--- src/rtl/alu5_sequencer_pkg.sv ---
`default_nettype none
// ============================================================================
//  Module      : alu5_sequencer_pkg
//  Description : Shared widths, opcodes and FSM encodings for the 5-bit ALU.
//  Revision    : 1.0 - initial release
// ============================================================================
package alu5_sequencer_pkg;

    localparam int OPW       = 5;
    localparam int RW        = 2 * OPW;
    localparam int MUL_ITERS = OPW;

    typedef logic [2:0] opcode_t;

    localparam opcode_t OP_AND  = 3'b000;
    localparam opcode_t OP_OR   = 3'b001;
    localparam opcode_t OP_XOR  = 3'b010;
    localparam opcode_t OP_NOT  = 3'b011;
    localparam opcode_t OP_ADD  = 3'b100;
    localparam opcode_t OP_SUB  = 3'b101;
    localparam opcode_t OP_MUL  = 3'b110;
    localparam opcode_t OP_RSVD = 3'b111;

    localparam logic [1:0] IDLE = 2'd0;
    localparam logic [1:0] EXEC = 2'd1;
    localparam logic [1:0] MUL  = 2'd2;
    localparam logic [1:0] DONE = 2'd3;

    localparam logic [2:0] MUL_LAST = 3'(MUL_ITERS - 1);

    function automatic logic [RW-1:0] zext(input logic [OPW-1:0] v);
        return {{(RW - OPW){1'b0}}, v};
    endfunction

endpackage
`default_nettype wire

--- src/rtl/alu5_sequencer_if.sv ---
`default_nettype none
// ============================================================================
//  Module      : alu5_sequencer_if
//  Description : Operation request / result handshake bundle for the ALU.
//  Revision    : 1.0 - initial release
// ============================================================================
interface alu5_sequencer_if;
    import alu5_sequencer_pkg::*;

    logic           in_valid;
    logic           in_ready;
    opcode_t        op;
    logic [OPW-1:0] a;
    logic [OPW-1:0] b;
    logic           out_valid;
    logic           out_ready;
    logic [RW-1:0]  result;
    logic           err;
    logic           busy;

    modport master (
        output in_valid, op, a, b, out_ready,
        input  in_ready, out_valid, result, err, busy
    );

    modport slave (
        input  in_valid, op, a, b, out_ready,
        output in_ready, out_valid, result, err, busy
    );

endinterface
`default_nettype wire

--- src/rtl/alu5_mul_shiftadd.sv ---
`default_nettype none
// ============================================================================
//  Module      : alu5_mul_shiftadd
//  Description : Unsigned shift-add multiplier, one iteration per run cycle.
//  Revision    : 1.0 - initial release
// ============================================================================
module alu5_mul_shiftadd
    import alu5_sequencer_pkg::*;
(
    input  logic           clk,
    input  logic           rst_n,
    input  logic           start,
    input  logic [OPW-1:0] a,
    input  logic [OPW-1:0] b,
    input  logic           run,
    output logic           done,
    output logic [RW-1:0]  product
);

    logic [RW-1:0] r_acc;
    logic [RW-1:0] r_areg;
    logic [RW-1:0] r_breg;
    logic [2:0]    r_cnt;
    logic [RW-1:0] w_acc_next;

    assign w_acc_next = r_acc + (r_breg[0] ? r_areg : '0);

    always_ff @(posedge clk or negedge rst_n) begin
        if (!rst_n) begin
            r_acc  <= '0;
            r_areg <= '0;
            r_breg <= '0;
            r_cnt  <= '0;
        end else if (start) begin
            r_acc  <= '0;
            r_areg <= zext(a);
            r_breg <= zext(b);
            r_cnt  <= '0;
        end else if (run) begin
            r_acc  <= w_acc_next;
            r_areg <= r_areg << 1;
            r_breg <= r_breg >> 1;
            r_cnt  <= r_cnt + 3'd1;
        end
    end

    // The final product includes the addend of the last iteration, so it is
    // taken from the next-state value rather than the stored accumulator.
    assign done    = run & (r_cnt == MUL_LAST);
    assign product = w_acc_next;

endmodule
`default_nettype wire

--- src/rtl/alu5_sequencer.sv ---
`default_nettype none
// ============================================================================
//  Module      : alu5_sequencer
//  Description : Operand capture, op sequencing and result hold for the ALU.
//  Revision    : 1.0 - initial release
// ============================================================================
module alu5_sequencer
    import alu5_sequencer_pkg::*;
(
    input  logic            clk,
    input  logic            rst_n,
    alu5_sequencer_if.slave bus
);

    logic [1:0]    r_state;
    opcode_t       r_op;
    logic [RW-1:0] r_areg;
    logic [RW-1:0] r_breg;
    logic [RW-1:0] r_result;
    logic          r_err;

    logic          w_in_ready;
    logic          w_accept;
    logic          w_mul_start;
    logic          w_mul_run;
    logic          w_mul_done;
    logic [RW-1:0] w_product;
    logic [RW-1:0] w_and;
    logic [RW-1:0] w_or;
    logic [RW-1:0] w_xor;
    logic [RW-1:0] w_not;
    logic [RW-1:0] w_exec_result;
    logic          w_exec_err;

    assign w_in_ready  = (r_state == IDLE) & rst_n;
    assign w_accept    = bus.in_valid & w_in_ready;
    assign w_mul_start = w_accept & (bus.op == OP_MUL);
    assign w_mul_run   = (r_state == MUL);

    for (genvar i = 0; i < RW; i++) begin : g_gate
        assign w_and[i] = r_areg[i] & r_breg[i];
        assign w_or[i]  = r_areg[i] | r_breg[i];
        assign w_xor[i] = r_areg[i] ^ r_breg[i];
        assign w_not[i] = ~r_areg[i];
    end

    always_comb begin
        w_exec_result = '0;
        w_exec_err    = 1'b0;
        case (r_op)
            OP_AND:  w_exec_result = w_and;
            OP_OR:   w_exec_result = w_or;
            OP_XOR:  w_exec_result = w_xor;
            OP_NOT:  w_exec_result = w_not;
            OP_ADD:  w_exec_result = r_areg + r_breg;
            OP_SUB:  w_exec_result = r_areg - r_breg;
            OP_MUL:  w_exec_result = '0;
            default: w_exec_err    = 1'b1;
        endcase
    end

    alu5_mul_shiftadd u_mul (
        .clk     (clk),
        .rst_n   (rst_n),
        .start   (w_mul_start),
        .a       (bus.a),
        .b       (bus.b),
        .run     (w_mul_run),
        .done    (w_mul_done),
        .product (w_product)
    );

    // result/err are written only on the way into DONE so they stay frozen
    // for however long the consumer stalls.
    always_ff @(posedge clk or negedge rst_n) begin
        if (!rst_n) begin
            r_state  <= IDLE;
            r_op     <= OP_AND;
            r_areg   <= '0;
            r_breg   <= '0;
            r_result <= '0;
            r_err    <= 1'b0;
        end else begin
            case (r_state)
                IDLE: begin
                    if (w_accept) begin
                        r_op    <= bus.op;
                        r_areg  <= zext(bus.a);
                        r_breg  <= zext(bus.b);
                        r_state <= (bus.op == OP_MUL) ? MUL : EXEC;
                    end
                end
                EXEC: begin
                    r_result <= w_exec_result;
                    r_err    <= w_exec_err;
                    r_state  <= DONE;
                end
                MUL: begin
                    if (w_mul_done) begin
                        r_result <= w_product;
                        r_err    <= 1'b0;
                        r_state  <= DONE;
                    end
                end
                default: begin
                    if (bus.out_ready) begin
                        r_state <= IDLE;
                    end
                end
            endcase
        end
    end

    assign bus.in_ready  = w_in_ready;
    assign bus.out_valid = (r_state == DONE);
    assign bus.busy      = (r_state == EXEC) | (r_state == MUL);
    assign bus.result    = r_result;
    assign bus.err       = r_err;

endmodule
`default_nettype wire
--- src/flat_wrapper.sv ---
// flat-port wrapper written by rule: the top's interface ports become plain ports
module alu5_sequencer_flat import alu5_sequencer_pkg::*;
  (clk, rst_n, bus_in_valid, bus_op, bus_a, bus_b, bus_out_ready, bus_in_ready, bus_out_valid, bus_result, bus_err, bus_busy);
  alu5_sequencer_if bus_i ();
  input  logic clk;
  input  logic rst_n;
  input wire logic [$bits(bus_i.in_valid)-1:0] bus_in_valid;
  input wire logic [$bits(bus_i.op)-1:0] bus_op;
  input wire logic [$bits(bus_i.a)-1:0] bus_a;
  input wire logic [$bits(bus_i.b)-1:0] bus_b;
  input wire logic [$bits(bus_i.out_ready)-1:0] bus_out_ready;
  output wire logic [$bits(bus_i.in_ready)-1:0] bus_in_ready;
  output wire logic [$bits(bus_i.out_valid)-1:0] bus_out_valid;
  output wire logic [$bits(bus_i.result)-1:0] bus_result;
  output wire logic [$bits(bus_i.err)-1:0] bus_err;
  output wire logic [$bits(bus_i.busy)-1:0] bus_busy;
  assign bus_i.in_valid = bus_in_valid;
  assign bus_i.op = bus_op;
  assign bus_i.a = bus_a;
  assign bus_i.b = bus_b;
  assign bus_i.out_ready = bus_out_ready;
  assign bus_in_ready = bus_i.in_ready;
  assign bus_out_valid = bus_i.out_valid;
  assign bus_result = bus_i.result;
  assign bus_err = bus_i.err;
  assign bus_busy = bus_i.busy;
  alu5_sequencer u_core (.clk(clk), .rst_n(rst_n), .bus(bus_i));
endmodule
--- config.mk ---
export PLATFORM = sky130hd
export DESIGN_NAME = alu5_sequencer_flat
export DESIGN_NICKNAME = d
export VERILOG_FILES = /design/src/rtl/alu5_sequencer_pkg.sv /design/src/rtl/alu5_sequencer_if.sv /design/src/rtl/alu5_mul_shiftadd.sv /design/src/rtl/alu5_sequencer.sv /design/src/flat_wrapper.sv
export SDC_FILE = /design/constraint.sdc
export NUM_CORES = 1
export LEC_CHECK = 0
export ABC_AREA = 1
export ABC_CLOCK_PERIOD_IN_PS = 2600
export CAP_MARGIN = 20
export CORE_MARGIN = 8
export CORE_UTILIZATION = 35
export DETAILED_ROUTE_END_ITERATION = 7
export SETUP_SLACK_MARGIN = 0.5
export SLEW_MARGIN = 20
export SYNTH_ARGS = -nofsm -noshare
export SYNTH_HDL_FRONTEND = slang
export SYNTH_SLANG_ARGS = --single-unit
--- constraint.sdc ---
create_clock -name clk -period 2.6 [get_ports clk]
set_input_delay 0.39 -clock clk [delete_from_list [all_inputs] [get_ports clk]]
set_output_delay 0.39 -clock clk [all_outputs]
set_load 0.1 [all_outputs]
==> flow_summary.json <==
{
  "status": "finished, final reports clean",
  "root_buffer": "clkbuf_8",
  "synth_cell_type_count": 30,
  "drt_iter0_markers": 208,
  "relSlewSlack": 0.520,
  "period_share": 0.758,
  "synth_seq_area_share": 0.387,
  "syn2layout_area_growth_pct": 16.4,
  "vias": 3158,
  "tightest_slew_ns": 0.714,
  "synth_warnings": 0,
  "cts.sinks": 54,
  "endpoint_kind": "register",
  "die_h_um": 116,
  "core-area_um2": 9730,
  "rsz0062_at_grt": "true",
  "syn_area_um2": 3490,
  "antenna_violating_nets_post_route": 0,
  "dieArea_um2": 13400,
  "hold_path.class": "primary input to async pin",
  "grt_pass1_vias": 3148,
  "h-tree-depth": 2,
  "first_pass_iters": 6,
  "rows": 36,
  "synth_area_per_cell_um2": 7.44,
  "grt_overflow": 0,
  "final_nets": 555,
  "cp-start-kind": "register",
  "tritoncts": "built",
  "dp_hpwl_mm": 6.98,
  "setup_viol": 0,
  "wl_per_cell_um": 14.1,
  "drv_slew": 0,
  "cts_buffer_depth": 2,
  "clk_pin_slew_worst_paths_ns": 0.11,
  "worstPathRequired_ns": 2.86,
  "max_freq_mhz": 507,
  "clock_latency_ns": 0.32,
  "track_usage": 0.141,
  "syn_inst": 470,
  "drive_above_1_share": 0.0988,
  "finalHoldViolCount": 0,
  "grt_max_degree": 55,
  "fin_skew_ns": 0.00591,
  "grt_first_pass_wirelength_mm": 15.1,
  "criticalPathCategory": "register to register",
  "setup_tns_ns": 0,
  "worstPathArrival_ns": 2.23,
  "port_buffers": 30,
  "fill_cells": 1036,
  "ios": 31,
  "die_w_um": 116,
  "crit_path_max_fanout": 3,
  "antenna_cells": 0,
  "ys_ff_latch": 54,
  "cts_made_buffers": 5,
  "drc": 0,
  "syn_nets": 520,
  "drt-total-wl_mm": 9.02,
  "cts-hold-fix-buffers": 0,
  "antenna_found_initial": 0,
  "initial_utilization": 0.359,
  "fin_crit_ns": 1.97,
  "place.gp.congestion": 0.867,
  "avgViaCountPerCell": 4.94,
  "cap_violations": 0
}
[sequential cells by signal, summed over array words and instances, names as in the netlist]
name / cells
u_core.bus.err: 1
u_core.bus.result: 10
u_core.r_areg: 5
u_core.r_breg: 5
u_core.r_op: 3
u_core.r_state: 2
u_core.u_mul.r_acc: 10
u_core.u_mul.r_areg: 10
u_core.u_mul.r_breg: 5
u_core.u_mul.r_cnt: 3
[cell families (layout without fill, tap and decap cells)]
logic type,after synthesis,count (layout),share of synthesized area
adders and majority gates,33,33,0.125
buffers and inverters,81,117,0.0924
DFF,54,54,0.387
AOI/OAI and AO/OA,89,89,0.138
xor gates and xnor gates,1,1,0.00251
and+or+nand+nor,212,212,0.256
[repair_timing]
action,4_1_cts,5_1_grt
resized for setup,0,9
endpoints found under the setup margin,0,20
buffers inserted,0,3
[synthesized netlist by cell type]
| library cell | instances | area [um2] |
|---|---|---|
| xnor2_1 | 1 | 8.76 |
| nor2_1 | 44 | 165 |
| o22ai_1 | 11 | 68.8 |
| nand2_1 | 116 | 435 |
| a22oi_1 | 2 | 15.0 |
| nor2_4 | 1 | 11.3 |
| or2_2 | 2 | 12.5 |
| a21oi_1 | 40 | 200 |
| nand2_2 | 2 | 12.5 |
| o21ai_0 | 29 | 145 |
| buf_4 | 1 | 7.51 |
| clkbuf_1 | 3 | 11.3 |
| o221ai_1 | 1 | 8.76 |
| nor2_2 | 2 | 12.5 |
| buf_6 | 1 | 11.3 |
| ha_1 | 30 | 375 |
| o31ai_1 | 1 | 7.51 |
| inv_1 | 67 | 251 |
| nand3b_1 | 5 | 37.5 |
| buf_2 | 6 | 30.0 |
| a31oi_1 | 1 | 6.26 |
| inv_2 | 3 | 11.3 |
| dfrtp_1 | 54 | 1350 |
| nand4_1 | 6 | 37.5 |
| o211ai_1 | 2 | 15.0 |
| nor3_1 | 3 | 15.0 |
| a21o_1 | 1 | 7.51 |
| nand3_1 | 31 | 155 |
| fa_1 | 3 | 60.1 |
| o21bai_1 | 1 | 7.51 |
[final timing paths]
| path | from | end | slack [ns] | cells after the start |
|---|---|---|---|---|
| setup / recovery | u_core.r_areg[0]$_DFFE_PN0P_ | u_core.bus.result[2]$_DFFE_PN0P_ | 0.63 | 11 |
| hold reg to reg | u_core.bus.result[5]$_DFFE_PN0P_ | u_core.bus.result[5]$_DFFE_PN0P_ | 0.52 | 2 |
| setup reg to reg | u_core.r_areg[0]$_DFFE_PN0P_ | u_core.bus.result[2]$_DFFE_PN0P_ | 0.63 | 11 |
| min in group clk | u_core.bus.result[5]$_DFFE_PN0P_ | u_core.bus.result[5]$_DFFE_PN0P_ | 0.52 | 2 |
| max in group asynchronous | rst_n | u_core.u_mul.r_breg[0]$_DFFE_PN0P_ | 1.83 | 2 |
| hold / removal | rst_n | u_core.bus.result[6]$_DFFE_PN0P_ | 0.29 | 2 |
[stage by stage]
| step | util | worst slack [ns] | instance area (um2) | std cells | hold slack (ns) |
|---|---|---|---|---|---|
| finish | 0.418 | 0.629 | 4070 | 639 | 0.286 |
| CTS | 0.413 | 0.530 | 4020 | 636 | 0.331 |
| floorplan | - | 0.507 | 3500 | 470 | 0.0944 |
| detailed placement | 0.403 | 0.529 | 3920 | 628 | 0.499 |
| global placement | 0.403 | 0.595 | 3920 | 628 | 0.491 |
| global route | 0.418 | 0.457 | 4070 | 639 | 0.358 |
[area by class of cell]
| type | instances | area [um2] | share of cell area |
|---|---|---|---|
| clock inverter | 3 | 28.8 | 0.00707 |
| multi-input combinational | 335 | 1850 | 0.454 |
| inverter | 70 | 267 | 0.0655 |
| timing repair buffer | 39 | 338 | 0.0830 |
| sequential | 54 | 1350 | 0.332 |
| clock buffer | 5 | 68.8 | 0.0169 |
| tap | 133 | 166 | 0.0409 |
[critical path, stage by stage, from the launching register on]
cell and delay, ns:
dfrtp_1 0.41, inv_1 0.11, ha_2 0.20, inv_1 0.07
fa_1 0.41, inv_1 0.07, nor2_1 0.04, nor3_1 0.20
nor2_1 0.06, nand3b_1 0.14, nand2_1 0.07, a21oi_1 0.13
[per-layer routing]
metal	wire (um)	share of wire	vias to the layer above	track usage
met1	4340	0.48	1480	0.189
met4	97	0.011	0	0.0380
met2	4010	0.44	86	0.219
met5	0	0	-	0
li1	-	-	1580	-
met3	573	0.064	12	0.0344
[placed cells by master, fill, tap and decap left out, drive strengths merged]
cell	synthesis	final
nand2	118	118
inv	70	71
dfrtp	54	54
nor2	47	47
a21oi	40	40
nand3	31	31
ha	30	30
o21ai	29	29
buf	8	23
clkdlybuf4s50	0	15
o22ai	11	11
nand4	6	6
clkbuf	3	6
nand3b	5	5
nor3	3	3
fa	3	3
o211ai	2	2
a22oi	2	2
or2	2	2
clkinvlp	0	1
a21o	1	1
o21bai	1	1
a31oi	1	1
xnor2	1	1
o221ai	1	1
o31ai	1	1
clkinv	0	1
Power is left out: the tool's default activity adds up to more than one toggle a clock period on the data nets, which glitch-free logic cannot reach.
